### config.mk
export PLATFORM = sky130hd
export DESIGN_NAME = string_reader
export DESIGN_NICKNAME = d
export VERILOG_FILES = /design/src/rtl/string_pkg.sv /design/src/rtl/string_reader.sv
export SDC_FILE = /design/constraint.sdc
export NUM_CORES = 1
export LEC_CHECK = 0
export CORE_MARGIN = 2
export CORE_UTILIZATION = 45
export DETAILED_ROUTE_END_ITERATION = 12
export HOLD_SLACK_MARGIN = 0.03
export PLACE_DENSITY = 0.74
export SLEW_MARGIN = 20
export SYNTH_ARGS = -nofsm -noshare
export SYNTH_HDL_FRONTEND = slang
export SYNTH_SLANG_ARGS = --single-unit
### constraint.sdc
create_clock -name clk -period 2.7 [get_ports clk]
set_clock_uncertainty 0.05 [all_clocks]
set_input_delay 0.27 -clock clk [delete_from_list [all_inputs] [get_ports clk]]
set_output_delay 0.27 -clock clk [all_outputs]
set_load 0.01 [all_outputs]
### src/rtl/string_pkg.sv
// Shared definitions for the string RAM and its reader: capacity, address width
// and the reader state encoding.
package string_pkg;

  localparam int DEPTH  = 80;
  localparam int ADDR_W = $clog2(DEPTH);

  typedef enum logic [2:0] {
    ST_IDLE  = 3'd0,
    ST_FETCH = 3'd1,
    ST_LOAD  = 3'd2,
    ST_SEND  = 3'd3,
    ST_DONE  = 3'd4
  } reader_state_t;

endpackage

### src/rtl/string_reader.sv
// Streams the first min(str_len, DEPTH) characters of a registered-read string RAM
// to a valid/ready consumer, one character per FETCH/LOAD/SEND round.
module string_reader #(
  parameter int DEPTH  = string_pkg::DEPTH,
  parameter int ADDR_W = $clog2(DEPTH)
) (
  input  logic              clk,
  input  logic              rst,
  input  logic              start,
  input  logic [ADDR_W-1:0] str_len,
  input  logic              abort,
  output logic [ADDR_W-1:0] rd_addr,
  input  logic [7:0]        rd_data,
  output logic [7:0]        tx_data,
  output logic              tx_valid,
  input  logic              tx_ready,
  output logic              busy,
  output logic              done
);

  // One extra bit so a length equal to a power-of-two DEPTH stays representable.
  localparam int LEN_W = ADDR_W + 1;
  localparam logic [LEN_W-1:0] DEPTH_L = LEN_W'(DEPTH);

  string_pkg::reader_state_t state_q, state_d;
  logic [ADDR_W-1:0] idx_q, idx_d;
  logic [LEN_W-1:0]  len_q, len_d;
  logic [7:0]        tx_data_q, tx_data_d;
  logic [LEN_W-1:0]  str_len_ext;
  logic [LEN_W-1:0]  len_clamped;
  logic              last_char;

  assign str_len_ext = LEN_W'(str_len);
  assign len_clamped = (str_len_ext > DEPTH_L) ? DEPTH_L : str_len_ext;
  assign last_char   = (LEN_W'(idx_q) == (len_q - LEN_W'(1)));

  always_comb begin
    state_d   = state_q;
    idx_d     = idx_q;
    len_d     = len_q;
    tx_data_d = tx_data_q;
    // Abort outranks every other event once a transfer is under way.
    if (abort && (state_q != string_pkg::ST_IDLE)) begin
      state_d = string_pkg::ST_IDLE;
      idx_d   = '0;
    end else begin
      case (state_q)
        string_pkg::ST_IDLE: begin
          if (start && !abort) begin
            len_d   = len_clamped;
            idx_d   = '0;
            state_d = (len_clamped == '0) ? string_pkg::ST_DONE : string_pkg::ST_FETCH;
          end
        end
        string_pkg::ST_FETCH: state_d = string_pkg::ST_LOAD;
        string_pkg::ST_LOAD: begin
          tx_data_d = rd_data;
          state_d   = string_pkg::ST_SEND;
        end
        string_pkg::ST_SEND: begin
          if (tx_ready) begin
            if (last_char) begin
              state_d = string_pkg::ST_DONE;
            end else begin
              idx_d   = idx_q + ADDR_W'(1);
              state_d = string_pkg::ST_FETCH;
            end
          end
        end
        string_pkg::ST_DONE: begin
          state_d = string_pkg::ST_IDLE;
          idx_d   = '0;
        end
        default: begin
          state_d = string_pkg::ST_IDLE;
          idx_d   = '0;
        end
      endcase
    end
  end

  always_ff @(posedge clk or posedge rst) begin
    if (rst) begin
      state_q   <= string_pkg::ST_IDLE;
      idx_q     <= '0;
      len_q     <= '0;
      tx_data_q <= 8'h00;
    end else begin
      state_q   <= state_d;
      idx_q     <= idx_d;
      len_q     <= len_d;
      tx_data_q <= tx_data_d;
    end
  end

  assign rd_addr  = idx_q;
  assign tx_data  = tx_data_q;
  assign tx_valid = (state_q == string_pkg::ST_SEND);
  assign busy     = (state_q != string_pkg::ST_IDLE);
  assign done     = (state_q == string_pkg::ST_DONE);

endmodule

==> results.yml <==
outcome:
  outcome: "finished clean"
cts:
  postCtsHoldBufs: 0
  htreeDepth: 1
  clock-sinks: 25
  cts_buffers: 3
  cts_tree: "yes"
  clock_latency_ps: 310
  path_clk_slew_ps: 140
  root_buffer: "clkbuf_4"
  ctsResizeCount: 0
  clk_path_buf_depth: 2
  postCtsSetupBuffers: 0
critical_path:
  cp-endpoint: "rd_addr[5]"
  path_max_fanout: 8
  path_delay_family: "simple AND/OR/NAND/NOR gates"
  r2r-end: "rd_addr[5]"
  critical_path_buf_inv_count: 0
  crit_start: "state_q[1]"
  slowest_delay_ps: 530
  end_kind: "register"
  crit_chain: "or3_1 > a211oi_2 > nand2_1 > or4_1 > o211ai_2"
  path_depth: 5
  worst-endpoint-arrival_ps: 2470
  rr_worst_depth: 5
  slowest_stage: "or4_1"
  worstSetupPathType: "register to register"
  reg2reg_setup_slack_ps: 420
  cp-start-kind: "register"
  r2r-start: "state_q[1]"
  required_ps: 2900
route:
  vias_per_cell: 5.48
  first_iter_violations: 62
  wire_per_inst_um: 14.2
  vias: 1250
  dr.pass1.iters: 4
  detail-route-antenna-nets: 0
  wirelength_mm: 3.23
  drc: 0
grt:
  grt_pass1_vias: 1245
  grt.total_usage_pct: 19.1
  antenna_found_initial: 0
  grt_overflow_total: 0
  grt_pass1_wl_mm: 5.42
  grt_max_degree: 26
yosys:
  avgSynthCellArea_um2: 10.0
  synth.largest_area_cell: "dfrtp_1"
  yosysTopAreaCellShare_pct: 42.0
  ys_warn_count: 0
  synth_nets: 171
  syn_area_um2: 1490
  synth.distinct_cells: 45
  ys_ff_latch: 25
  ys_seq_area_share_pct: 42.0
  netlist_top_cells_area: "dfrtp_1 (42%), mux2_2 (7.6%), nand2_1 (3.8%)"
  syn_inst: 149
floorplanning:
  boundaryPins: 38
  start_util_pct: 48.0
  rows: 20
  die_h_um: 61.5
  die_w_um: 61.5
  dieArea_um2: 3790
  core_area_um2: 3100
cells_and_area:
  area_growth_pct: 28.0
  layout.nets: 207
  fillCellCount: 287
  antenna_cells: 0
  drive_gt1_share_pct: 12.5
  fin_cells: 228
place:
  globalplace.congestion: 0.936
  io_buffers: 37
  dp_cells: 224
  dpl.hpwl_mm: 2.54
  dpl_worst_slack_ps: 317
power:
  internal_power_mw: 1.02
  p_comb_share_pct: 51.1
  p_leak_nw: 0.805
  p_seq_share_pct: 39.1
  clockPowerShare_pct: 9.8
  p_sw_mw: 0.640
  pwr_density_cell_nw_per_um2: 872
  ir_drop_v: 0.000504
  switching_share_pct: 38.4
  total_power_mw: 1.66
timing:
  min_period_ps: 2280
  fin_setup_tns_ps: 0
  finalHoldViolCount: 0
  max-slew-margin-rel_pct: 71.7
  whs_ps: 250
  slew_viol_final: 0
  timing.final.crit_share_pct: 84.3
  setup_ws_ps: 424
  rsz0062_at_grt: "no"
  worst_pin_slew_ps: 424
  setup-violations-final: 0
  fmax_ghz: 0.439
worst_hold_path:
  hold_path.class: "input pin to asynchronous set/reset pin"
job:
  max_cap_violations: 0
## cell usage after synthesis (all sizes together)
cell type  count
nand4          2
or4            4
a21o           4
nor4           2
o21bai         2
o32a           1
xor2           2
nand2b         2
o21ai          9
nand3b         1
nor3           2
nand3          3
clkbuf         3
or3            3
a22o           5
o211a          2
o21a           1
mux2          10
a31oi          2
ha             2
a211o          1
a21oi          9
xnor2          5
o22ai          1
mux2i          2
a211oi         1
o211ai         3
dfrtp         25
and2           2
or2            1
inv            4
or3b           1
nand2         15
buf            5
nor4b          1
and3           3
nor2           8
## layout by cell type (no fill, tap or decap), drive strengths merged
master         synthesis  layout
a211o                  1       1
a211oi                 1       1
a21o                   4       4
a21oi                  9       9
a22o                   5       5
a31oi                  2       2
and2                   2       2
and3                   3       3
buf                    5       2
clkbuf                 3       4
clkdlybuf4s50          0      37
dfrtp                 25      25
ha                     2       2
inv                    4       4
mux2                  10      10
mux2i                  2       2
nand2                 15      15
nand2b                 2       2
nand3                  3       3
nand3b                 1       1
nand4                  2       2
nor2                   8       8
nor3                   2       2
nor4                   2       2
nor4b                  1       1
o211a                  2       2
o211ai                 3       3
o21a                   1       1
o21ai                  9       9
o21bai                 2       2
o22ai                  1       1
o32a                   1       1
or2                    1       1
or3                    3       3
or3b                   1       1
or4                    4       4
xnor2                  5       5
xor2                   2       2
## power by group through the flow
| stage | clock network, mW | logic (mW) | registers (mW) |
|---|---|---|---|
| final | 0.163 | 0.850 | 0.650 |
| after floorplan | 0 | 0.553 | 0.650 |
| after global routing | 0.185 | 0.943 | 0.675 |
| after global placement | 0 | 0.824 | 0.651 |
| after detailed placement | 0 | 0.851 | 0.657 |
| after CTS | 0.169 | 0.857 | 0.651 |
## layout make-up
class	instances	area, um2	share of cell area (%)
tap	44	55.1	2.89
sequential	25	626	32.8
inverter	4	15.0	0.787
timing repair buffer	39	385	20.2
multi-input combinational	112	800	41.9
clock buffer	4	26.3	1.38
## sequential cells by signal (all words and copies together), names as in the netlist
name and flops:
tx_data 8, len_q 7, rd_addr 7, state_q 3
## routing by layer
layer | track usage, % | vias to the layer above | wire length [um]
li1 | - | 614 | -
met1 | 23.9 | 593 | 1430
met2 | 34.0 | 37 | 1630
met3 | 3.57 | 6 | 145
met4 | 4.56 | 0 | 26
met5 | 0 | - | 0
## worst reg2reg max path, delay by kind of cell, from the launching register on
family           cells  cell delay (ps)
flip-flops           1              470
AO/OA/AOI/OAI        2              520
AND/OR/NAND/NOR      3             1160
## logic make-up (layout without fill, tap and decap cells)
group | after synthesis | in the layout | synth area share (%)
AOI/OAI and AO/OA | 41 | 41 | 19.9
xor gates and xnor gates | 7 | 7 | 4.11
adders and majority gates | 2 | 2 | 1.68
buffers and inverters | 12 | 47 | 4.37
DFF | 25 | 25 | 42.0
muxes | 12 | 12 | 8.90
and+or+nand+nor | 50 | 50 | 19.1
## how the worst min path moves through the flow
stage / cells after the start / end / slack, ps / from
floorplan: 1 / len_q[0] / 250 / rst
global placement: 1 / tx_data[7] / 440 / tx_data[7]
detailed placement: 1 / tx_data[2] / 450 / tx_data[2]
CTS: 3 / tx_data[3] / 260 / rst
global route: 3 / tx_data[3] / 270 / rst
finish: 3 / tx_data[2] / 250 / rst
## stage by stage
stage	area (um2)	utilization (%)
6_report	1910	61.5
5_1_grt	1910	61.5
4_1_cts	1910	61.5
3_5_place_dp	1880	60.6
3_3_place_gp	1880	60.6
2_1_floorplan	1490	-
Note: power is estimated with default switching activity, not from simulation.
